File: config.mk
export PLATFORM = sky130hd
export DESIGN_NAME = regs_ctrl
export DESIGN_NICKNAME = d
export VERILOG_FILES = /design/src/rtl/regs_ctrl_pkg.sv /design/src/rtl/regs_ctrl.sv
export SDC_FILE = /design/constraint.sdc
export NUM_CORES = 1
export LEC_CHECK = 0
export ABC_AREA = 1
export CAP_MARGIN = 20
export CORE_ASPECT_RATIO = 0.7
export CORE_UTILIZATION = 55
export DETAILED_ROUTE_END_ITERATION = 10
export DONT_BUFFER_PORTS = 1
export PLACE_DENSITY_LB_ADDON = 0.25
export SLEW_MARGIN = 40
export SYNTH_ARGS = -nofsm -noshare
export SYNTH_HDL_FRONTEND = slang
export SYNTH_SLANG_ARGS = --single-unit
File: constraint.sdc
create_clock -name clk -period 3.6 [get_ports clk]
set_clock_uncertainty 0.15 [all_clocks]
set_input_delay 0.72 -clock clk [delete_from_list [all_inputs] [get_ports clk]]
set_output_delay 0.72 -clock clk [all_outputs]
set_load 0.05 [all_outputs]
File: src/rtl/regs_ctrl_pkg.sv
// Shared types and constants for the pMIPS register-file request controller.
package regs_ctrl_pkg;

  typedef enum logic [1:0] {
    OP_NOP   = 2'd0,
    OP_READ  = 2'd1,
    OP_WRITE = 2'd2,
    OP_CLEAR = 2'd3
  } op_t;

  typedef enum logic {
    IDLE  = 1'b0,
    CLEAR = 1'b1
  } state_t;

  localparam int NREGS     = 32;
  localparam int CLR_STEPS = 16;

  // Port-1 address driven at CLEAR step i: odd registers 1,3,..,31.
  function automatic logic [4:0] clr_addr1(input logic [3:0] step);
    return {step, 1'b1};
  endfunction

  // Port-2 address driven at CLEAR step i: even registers 2,4,..,30; the
  // final step has no even partner (register 32 does not exist).
  function automatic logic [4:0] clr_addr2(input logic [3:0] step);
    logic [3:0] nxt;
    nxt = step + 4'd1;
    return (step == 4'(CLR_STEPS - 1)) ? 5'd0 : {nxt, 1'b0};
  endfunction

endpackage

File: src/rtl/regs_ctrl.sv
// Request-side controller for the pMIPS 32 x n register file.
// Accepts READ/WRITE/NOP/CLEAR requests over valid/ready, drives both regs
// ports from registers, and returns read data two cycles after acceptance.
module regs_ctrl
  import regs_ctrl_pkg::*;
#(
  parameter int n = 8
) (
  input  logic         clk,
  input  logic         nReset,
  input  logic         req_valid,
  output logic         req_ready,
  input  logic [1:0]   req_op,
  input  logic [4:0]   req_a1,
  input  logic [4:0]   req_a2,
  input  logic [n-1:0] req_d1,
  input  logic [n-1:0] req_d2,
  input  logic         req_we1,
  input  logic         req_we2,
  output logic         rsp_valid,
  output logic [n-1:0] rsp_d1,
  output logic [n-1:0] rsp_d2,
  output logic         busy,
  output logic         clr_done,
  output logic [4:0]   Raddr1,
  output logic [4:0]   Raddr2,
  output logic         w1,
  output logic         w2,
  output logic [n-1:0] Wdata1,
  output logic [n-1:0] Wdata2,
  input  logic [n-1:0] Rdata1,
  input  logic [n-1:0] Rdata2
);

  state_t       r_state;
  logic [3:0]   r_cnt;
  logic         r_rd_pend;
  logic         r_rsp_valid;
  logic         r_busy;
  logic         r_clr_done;
  logic [4:0]   r_raddr1, r_raddr2;
  logic         r_w1, r_w2;
  logic [n-1:0] r_wdata1, r_wdata2;

  op_t          w_op;
  logic         w_acc;
  logic         w_last;
  logic [3:0]   w_cnt_nxt;
  logic         w_w2_ok;

  assign w_op      = op_t'(req_op);
  assign req_ready = (r_state == IDLE) & nReset;
  assign w_acc     = req_valid & req_ready;
  assign w_last    = (r_cnt == 4'(CLR_STEPS - 1));
  assign w_cnt_nxt = r_cnt + 4'd1;
  // Port 1 wins a same-address double write.
  assign w_w2_ok   = req_we2 & ~(req_we1 & (req_a1 == req_a2));

  // Main FSM: request decode, CLEAR walker and response timing.
  always_ff @(posedge clk) begin
    if (!nReset) begin
      r_state     <= IDLE;
      r_cnt       <= '0;
      r_rd_pend   <= 1'b0;
      r_rsp_valid <= 1'b0;
      r_busy      <= 1'b0;
      r_clr_done  <= 1'b0;
      r_raddr1    <= '0;
      r_raddr2    <= '0;
      r_w1        <= 1'b0;
      r_w2        <= 1'b0;
      r_wdata1    <= '0;
      r_wdata2    <= '0;
    end else begin
      // Write strobes and pulses are single-cycle unless re-armed below.
      r_w1        <= 1'b0;
      r_w2        <= 1'b0;
      r_clr_done  <= 1'b0;
      r_rd_pend   <= 1'b0;
      // regs returns data one cycle after the address, so the response
      // qualifier trails the pending flag by one cycle.
      r_rsp_valid <= r_rd_pend;
      case (r_state)
        IDLE: begin
          if (w_acc) begin
            case (w_op)
              OP_READ: begin
                r_raddr1  <= req_a1;
                r_raddr2  <= req_a2;
                r_rd_pend <= 1'b1;
              end
              OP_WRITE: begin
                r_raddr1 <= req_a1;
                r_raddr2 <= req_a2;
                r_wdata1 <= req_d1;
                r_wdata2 <= req_d2;
                r_w1     <= req_we1;
                r_w2     <= w_w2_ok;
              end
              OP_CLEAR: begin
                r_state  <= CLEAR;
                r_busy   <= 1'b1;
                r_cnt    <= '0;
                r_raddr1 <= clr_addr1(4'd0);
                r_raddr2 <= clr_addr2(4'd0);
                r_wdata1 <= '0;
                r_wdata2 <= '0;
                r_w1     <= 1'b1;
                r_w2     <= 1'b1;
              end
              default: ;
            endcase
          end
        end
        CLEAR: begin
          if (w_last) begin
            r_state    <= IDLE;
            r_busy     <= 1'b0;
            r_clr_done <= 1'b1;
          end else begin
            r_cnt    <= w_cnt_nxt;
            r_raddr1 <= clr_addr1(w_cnt_nxt);
            r_raddr2 <= clr_addr2(w_cnt_nxt);
            r_w1     <= 1'b1;
            r_w2     <= (w_cnt_nxt != 4'(CLR_STEPS - 1));
          end
        end
        default: r_state <= IDLE;
      endcase
    end
  end

  assign rsp_valid = r_rsp_valid;
  assign rsp_d1    = Rdata1;
  assign rsp_d2    = Rdata2;
  assign busy      = r_busy;
  assign clr_done  = r_clr_done;
  assign Raddr1    = r_raddr1;
  assign Raddr2    = r_raddr2;
  assign w1        = r_w1;
  assign w2        = r_w2;
  assign Wdata1    = r_wdata1;
  assign Wdata2    = r_wdata2;

endmodule
==> flow_summary.toml, run 1 <==
[critical_path]
path_cells = "nor2_1 -> buf_4"
critPathKind = "register to primary output"
worstPathArrival_ns = 1.15
crit_cells = 2
r2r-start = "r_cnt[0]"
r2r_cells = 7
cp_top_family = "flip-flops"
crit_path_start_kind = "register"
worst-path-max-fanout = 8
reg2reg_setup_slack_ns = 1.87
endpoint_kind = "primary output"
crit_buf_inv = 1
cp.required_ns = 2.73
r2r-end = "Raddr2[3]"
cpPeakStageDelay_ns = 0.57
slowest_stage = "dfxtp_1"

[layout]
layout-drive-gt1-share = 0.0850
finalNetCount = 300
syn_to_final_growth_pct = 1.99
layout_commonest_cell = "nand2_1"
diodes = 0
final_cell_mix = "nand2_1 (71), dfxtp_1 (37), a21oi_1 (31), nor2_1 (27), inv_1 (23)"

[grt]
grt_pass1_wl_um = 6130
grt_max_degree = 28
grt_use_total = 0.222
antenna_found_initial = 0
grt_pass1_vias = 1354
grt_overflow_total = 0

[detailed_routing]
vias = 1495
firstDrtPassIters = 10
drt_first_iter_violations = 136
vias_per_cell = 5.25
drcViolationCount = 8
wl_per_cell_um = 13.3
ant_nets = 0
finalWirelength_um = 3790

[cts]
ctsHoldBuffers = 0
cts_tree = "yes"
clkLatencyLatePin_ns = 0.28
cts_setup_buffers = 0
htree_levels = 2
root_buffer = "clkbuf_8"
clock_sinks = 37
clock_path_buffers = 2
numCtsBuffers = 5
post_cts_resized = 0
clk_pin_slew_ns = 0.08

[hold_path]
min_path_type = "register to register"
hold_start = "r_rd_pend"
min_to = "rsp_valid"
hold_depth = 2

[logic_synthesis]
ys_top_cells_by_area = "dfxtp_1 (41%), nand2_1 (15%), a21oi_1 (8.5%), buf_4 (6.6%), nor2_1 (5.6%)"
ys_seq_area_frac = 0.406
syn_area_per_cell_um2 = 7.05
synth_top_area_share = 0.406
ys_types = 24
ys_warn_count = 0
ys_ff_latch = 37
syn_inst = 259
synth_fp_nets = 313
synth_top_area_cell = "dfxtp_1"
synthesis.area_mm2 = 0.00183

[power_and_ir_drop]
finalPower_w = 0.000981
leakagePower_nw = 0.795
power_density_mw_per_mm2 = 527
irDropWorstVdd_uv = 295

[floorplanning]
die_area_mm2 = 0.00356
io_pins = 97
die_x_um = 70.9
die_h_um = 50.2
num_rows = 17
coreArea_mm2 = 0.00315
start_util = 0.580

[sta]
slew-limit-headroom = 0.578
hold_violations = 0
fin_crit_sh = 0.561
fmax_mhz = 495
setup_viol = 0
rsz0062_at_grt = "no"
worst_slew_pin_slew_ns = 0.634
fin_setup_tns_ns = 0
min_period_ns = 2.02
slew_violations = 0

[job]
max-cap-violations = 0

[outcome]
status = "finished, violations left"
violations = "design-rule violations"

[placed_design]
place_congestion = 0.874
io_buffers = 0
dp_hpwl_um = 2760
==> registers in the layout (all words and copies together) (netlist names), 4 cells and up <==
name,flops
Raddr1,5
Raddr2,5
Wdata1,8
Wdata2,8
r_cnt,4
==> cell families (layout without fill, tap and decap cells) <==
logic type | Yosys count | in the layout | share of synthesized area
fa+ha+maj | 5 | 5 | 0.0343
simple gates | 117 | 117 | 0.272
buf+inv | 51 | 39 | 0.150
flops | 37 | 37 | 0.406
compound gates | 49 | 49 | 0.138
==> routing by layer <==
layer / routed length (µm) / vias to the layer above / global-route usage
met5: 0 / - / 0
met4: 10 / 0 / 0.0433
met3: 353 / 2 / 0.0904
met2: 1570 / 64 / 0.313
met1: 1850 / 647 / 0.318
li1: - / 782 / -
==> power breakdown <==
group	internal, W	switching, W	leakage, nW
sequential	0.000425	0.0000599	0.300
combinational	0.0000257	0.0000511	0.427
clock	0.000275	0.000144	0.0681
total	0.000726	0.000255	0.795
==> worst max path at each step <==
stage | to | startpoint | slack [ns]
floorplan | req_ready | nReset | 0.78
global placement | r_cnt[1] | req_op[0] | 1.61
detailed placement | Wdata2[4] | req_op[0] | 1.58
CTS | req_ready | r_state | 1.58
global route | req_ready | r_state | 1.52
finish | req_ready | r_state | 1.58
==> Yosys cell counts, drive strengths merged <==
| cell type | count |
|---|---|
| a21oi | 31 |
| nand4 | 2 |
| inv | 28 |
| nand2 | 72 |
| nor3 | 3 |
| o21ai | 17 |
| o21bai | 1 |
| clkinv | 1 |
| buf | 20 |
| nor2 | 29 |
| ha | 5 |
| nand3 | 11 |
| clkbuf | 2 |
| dfxtp | 37 |
==> stage by stage <==
| stage | utilization | worst slack [ns] | cells | cell area [µm²] | hold WS (ns) |
|---|---|---|---|---|---|
| floorplan | - | 0.782 | 259 | 1830 | 0.240 |
| global placement | 0.549 | 1.61 | 277 | 1730 | 0.256 |
| finish | 0.591 | 1.58 | 285 | 1860 | 0.279 |
| detailed placement | 0.549 | 1.58 | 277 | 1730 | 0.257 |
| global route | 0.591 | 1.52 | 285 | 1860 | 0.313 |
| CTS | 0.591 | 1.58 | 285 | 1860 | 0.273 |
==> worst reg2reg max path: stages, from the launching register on <==
cell	delay, ns
dfxtp_1	0.38
ha_1	0.26
nand4_1	0.23
inv_1	0.11
nor2_4	0.25
o21ai_1	0.11
nor2_1	0.09
nor2_1	0.04
==> cell type report <==
class                      instances  area (µm²)
sequential                        37         741
timing repair buffer               2        15.0
clock inverter                     3        65.1
inverter                          29         114
fill                             288        1290
multi-input combinational        171         811
tap                               38        47.5
clock buffer                       5        68.8
Note: power is estimated with default switching activity, not from simulation.
==> run 2, diff against run 1 <==
ABC_AREA = 0   (was 1)
clock period = 1.8 ns   (was 3.6 ns; I/O delays follow)
==> flow_summary.toml, run 2 <==
[critical_path]
endpoint_kind = "register"
slowest_stage = "dfxtp_2"
cp_top_family = "simple AND/OR/NAND/NOR gates"
reg2reg_setup_slack_ns = 0.12
crit_buf_inv = 0
path_cells = "ha_2 -> nor2b_1 -> or2_2 -> xor2_1 -> a22oi_1 -> a21oi_1"
r2r-end = "Raddr2[3]"
r2r-start = "r_cnt[1]"
r2r_cells = 6
cp.required_ns = 1.83
cpPeakStageDelay_ns = 0.35
worstPathArrival_ns = 1.70
worst-path-max-fanout = 5
critPathKind = "register to register"
crit_path_start_kind = "register"

[floorplanning]
die_area_mm2 = 0.00361
die_x_um = 71.4
die_h_um = 50.6
start_util = 0.585
coreArea_mm2 = 0.00317
num_rows = 17
io_pins = 97

[job]
max-cap-violations = 0

[logic_synthesis]
synth.most_common_cell = "dfxtp_1"
ys_top_cells_by_area = "dfxtp_1 (40%), buf_4 (6.9%), a22oi_2 (6.8%), nor2_1 (4.3%), a22oi_1 (4.1%)"
synth_fp_nets = 249
ys_seq_area_frac = 0.400
async_flop_share = 0
ys_ff_latch = 37
syn_inst = 195
synthTopCellsByCount = "dfxtp_1 (37), nor2_1 (21), buf_4 (17), nand2_1 (11)"
ys_types = 44
synth_top_area_cell = "dfxtp_1"
syn_area_per_cell_um2 = 9.50
ys_warn_count = 0
synth_top_area_share = 0.400
synth-edff-count = 0
synthesis.area_mm2 = 0.00185
ys.flop_type = "dfxtp_1"

[outcome]
violations = "design-rule violations"
status = "finished, violations left"

[power_and_ir_drop]
p_int_w = 0.00121
pwr-share-clk = 0.322
leakagePower_nw = 0.719
p_seq_frac = 0.562
combPwrFrac = 0.116
power_density_mw_per_mm2 = 882
switching_power_w = 0.000508
p_sw_frac = 0.297
irDropWorstVdd_uv = 485

[detailed_routing]
drt_first_iter_violations = 87
vias_per_cell = 5.98
vias = 1358
finalWirelength_um = 3770
wl_per_cell_um = 16.6
firstDrtPassIters = 7
drcViolationCount = 4
ant_nets = 0

[layout]
diodes = 0
final_cell_mix = "dfxtp_1 (36), nor2_1 (21), nand2_1 (11)"
layout-drive-gt1-share = 0.270
stdcell_area_mm2 = 0.00194
layout_commonest_cell = "dfxtp_1"
finalNetCount = 242
syn_to_final_growth_pct = 4.86
nFillCells = 282

[cts]
clkLatencyLatePin_ns = 0.28
clock_sinks = 37
root_buffer = "clkbuf_8"
clock_path_buffers = 2
numCtsBuffers = 5
ctsHoldBuffers = 0
cts_tree = "yes"
htree_levels = 2
clk_pin_slew_ns = 0.07

[sta]
slew_violations = 0
worst_slew_pin_slew_ns = 0.546
setup_viol = 0
hold_violations = 0
rsz0062_at_grt = "no"
slew-limit-headroom = 0.635
fmax_mhz = 596
min_period_ns = 1.68
fin_crit_sh = 0.932
fin_setup_tns_ns = 0

[grt]
antenna_found_initial = 0
grt_overflow_total = 0
grt_max_degree = 26
grt_pass1_wl_um = 6230
grt_pass1_vias = 1396
grt_use_total = 0.224

[hold_path]
min_path_type = "input port to register"
min_to = "rsp_valid"
hold_start = "nReset"
hold_depth = 1

[placed_design]
dp_hpwl_um = 2890
io_buffers = 0
place_area_mm2 = 0.00186
place_congestion = 0.825
-- run 2: layout make-up --
class | count | area, µm² | area share
multi-input cells | 128 | 916 | 0.471
repair buffers | 12 | 140 | 0.0721
inverters | 4 | 15.0 | 0.00773
clock buffers | 6 | 72.6 | 0.0373
well taps | 38 | 47.5 | 0.0245
clock inverters | 2 | 10.0 | 0.00515
flip-flops and latches | 37 | 742 | 0.382
-- run 2: worst max path at each step --
stage                   from         to  cells after the start
floorplan            r_state  Wdata1[0]                      6
global placement    r_cnt[1]  Raddr2[3]                      6
detailed placement  r_cnt[1]   r_cnt[1]                      6
CTS                 r_cnt[1]   r_cnt[1]                      6
global route        r_cnt[1]  Raddr2[3]                      6
finish              r_cnt[1]  Raddr2[3]                      6
-- run 2: cells by family after synthesis --
group | count (synthesis) | share of synthesized area
compound gates | 48 | 0.221
buf+inv | 30 | 0.108
fa+ha+maj | 5 | 0.0338
xor+xnor | 8 | 0.0378
flops | 37 | 0.400
mux | 1 | 0.00540
simple gates | 66 | 0.194
-- run 2: timing repair --
action | 4_1_cts | 5_1_grt
endpoints found under the setup margin | 0 | 5
resized for setup | 0 | 3
buffers inserted | 0 | 0
-- run 2: layer usage --
metal / global-route usage / vias to the layer above / wire (µm)
li1: - / 648 / -
met5: 0 / - / 0
met3: 0.0783 / 10 / 323
met1: 0.265 / 637 / 1610
met4: 0.0800 / 0 / 37
met2: 0.378 / 63 / 1800
-- run 2: power by group through the flow --
| stage | logic (W) | clock network, W | registers, W |
|---|---|---|---|
| after CTS | 0.000198 | 0.000568 | 0.000963 |
| after global routing | 0.000219 | 0.000606 | 0.000966 |
| after global placement | 0.000190 | 0 | 0.000980 |
| after detailed placement | 0.000197 | 0 | 0.000982 |
| final | 0.000198 | 0.000552 | 0.000963 |
| after floorplan | 0.000236 | 0 | 0.000983 |
-- run 2: through the flow --
stage / hold WS, ns / std cells / setup WS, ns / utilization / power [W]
global placement: 0.266 / 219 / 0.144 / 0.585 / 0.00117
finish: 0.0455 / 227 / 0.122 / 0.613 / 0.00171
floorplan: 0.262 / 195 / 0.0724 / - / 0.00122
detailed placement: 0.276 / 219 / 0.0691 / 0.585 / 0.00118
CTS: 0.0376 / 227 / 0.0567 / 0.612 / 0.00173
global route: 0.0418 / 227 / 0.00308 / 0.613 / 0.00179
==> run 3, diff against run 2 <==
CORE_UTILIZATION = 43   (was 55)
==> flow_summary.toml, run 3 (synthesis gave the netlist of run 2 again) <==
[sta]
setup_viol = 0
rsz0062_at_grt = "no"
fin_setup_tns_ns = 0
hold_violations = 0
fin_crit_sh = 0.950
worst_slew_pin_slew_ns = 0.547
timing.hold.ws_ns = 0.0351
min_period_ns = 1.71
slew_violations = 0
fmax_mhz = 585
slew-limit-headroom = 0.635

[grt]
busiest_layer = "met2"
grt_use_met3 = 0.0846
grt_pass1_wl_um = 6090
grt_overflow_total = 0
grt_util_met1 = 0.217
grt_pass1_vias = 1287
grt_max_degree = 25
globalRouteMet2Util = 0.271
grt_use_total = 0.176
antenna_found_initial = 0

[detailed_routing]
vias = 1335
drt_first_iter_violations = 89
drcViolationCount = 0
firstDrtPassIters = 4
wl_per_cell_um = 16.1
finalWirelength_um = 3840
ant_nets = 0
vias_per_cell = 5.59

[power_and_ir_drop]
p_int_w = 0.00134
combPwrFrac = 0.099
leakagePower_nw = 0.715
p_sw_frac = 0.285
finalPower_w = 0.00188
pwr-share-clk = 0.389
irDropWorstVdd_uv = 386
power_density_mw_per_mm2 = 957
switching_power_w = 0.000536
p_seq_frac = 0.512

[placed_design]
dp_hpwl_um = 2900
place_area_mm2 = 0.00185
io_buffers = 0
place_congestion = 0.778

[cts]
clk_pin_slew_ns = 0.08
clkLatencyLatePin_ns = 0.29
root_buffer = "clkbuf_8"
cts_setup_buffers = 0
htree_levels = 2
clock_sinks = 37
clock_path_buffers = 2
cts_tree = "yes"
numCtsBuffers = 5

[critical_path]
reg2reg_setup_slack_ns = 0.09
worst-path-max-fanout = 5
crit_path_start_kind = "register"
endpoint_kind = "register"
cp.required_ns = 1.81
r2r-start = "r_cnt[1]"
r2r-end = "Raddr2[3]"
r2r_cells = 6
critPathKind = "register to register"
worstPathArrival_ns = 1.72
cpPeakStageDelay_ns = 0.35
path_cells = "ha_2 -> nor2b_1 -> or2_2 -> xor2_1 -> a22oi_1 -> a21oi_1"
slowest_stage = "dfxtp_1"

[layout]
layout_commonest_cell = "dfxtp_1"
finalNetCount = 240
diodes = 0
final_cell_mix = "dfxtp_1 (37), nor2_1 (21), nand2_1 (11)"
layout-drive-gt1-share = 0.257
stdcell_area_mm2 = 0.00196
syn_to_final_growth_pct = 5.94
post-route-util = 0.489

[outcome]
status = "finished, final reports clean"

[job]
max-cap-violations = 0

[floorplanning]
die_area_mm2 = 0.00458
coreArea_mm2 = 0.00402
num_rows = 19
die_h_um = 56.9
die_x_um = 80.5
io_pins = 97
start_util = 0.461

[hold_path]
min_to = "rsp_valid"
min_path_type = "input port to register"
hold_start = "nReset"
hold_depth = 1
-- run 3: cell type report --
class,count,area (µm²)
Fill cell,380,2050
Multi-Input combinational cell,128,915
Sequential cell,37,741
Timing Repair Buffer,10,113
Clock buffer,5,68.8
Tap cell,52,65.1
Clock inverter,3,46.3
Inverter,4,15.0
-- run 3: worst max-delay path, delay by kind of cell, from the launching register on --
kind / cells / cell delay [ns]
simple gates: 2 / 0.49
flops: 1 / 0.35
compound gates: 2 / 0.22
fa+ha+maj: 1 / 0.20
xor+xnor: 1 / 0.16
-- run 3: repair_timing --
action | 4_1_cts | 5_1_grt
gates resized for setup | 0 | 1
setup endpoints to repair | 0 | 2
hold buffers | 0 | 0
-- run 3: how the worst max path moves through the flow --
stage / from / end
5_1_grt: r_cnt[1] / Raddr1[4]
2_1_floorplan: r_state / Wdata1[0]
3_3_place_gp: req_op[0] / Raddr1[1]
6_report: r_cnt[1] / Raddr2[3]
3_5_place_dp: req_op[0] / Raddr1[1]
4_1_cts: r_cnt[1] / Raddr2[3]
-- run 3: layer usage --
metal  share of wire  wire length (µm)
met2            0.46              1760
met3           0.086               332
met5               0                 0
met1            0.44              1690
met4           0.015                57
-- run 3: power groups by stage --
stage | Clock [W] | Sequential [W] | Combinational [W]
after detailed placement | 0 | 0.000981 | 0.000187
after global placement | 0 | 0.000981 | 0.000182
after CTS | 0.000749 | 0.000962 | 0.000187
after floorplan | 0 | 0.000983 | 0.000236
final | 0.000731 | 0.000962 | 0.000185
after global routing | 0.000794 | 0.000966 | 0.000204
-- run 3: per-stage QoR --
| stage | worst slack, ns | cells |
|---|---|---|
| floorplan | 0.0724 | 195 |
| global placement | 0.0834 | 231 |
| detailed placement | 0.0108 | 231 |
| CTS | 0.0592 | 239 |
| global route | 0.00494 | 239 |
| finish | 0.0909 | 239 |
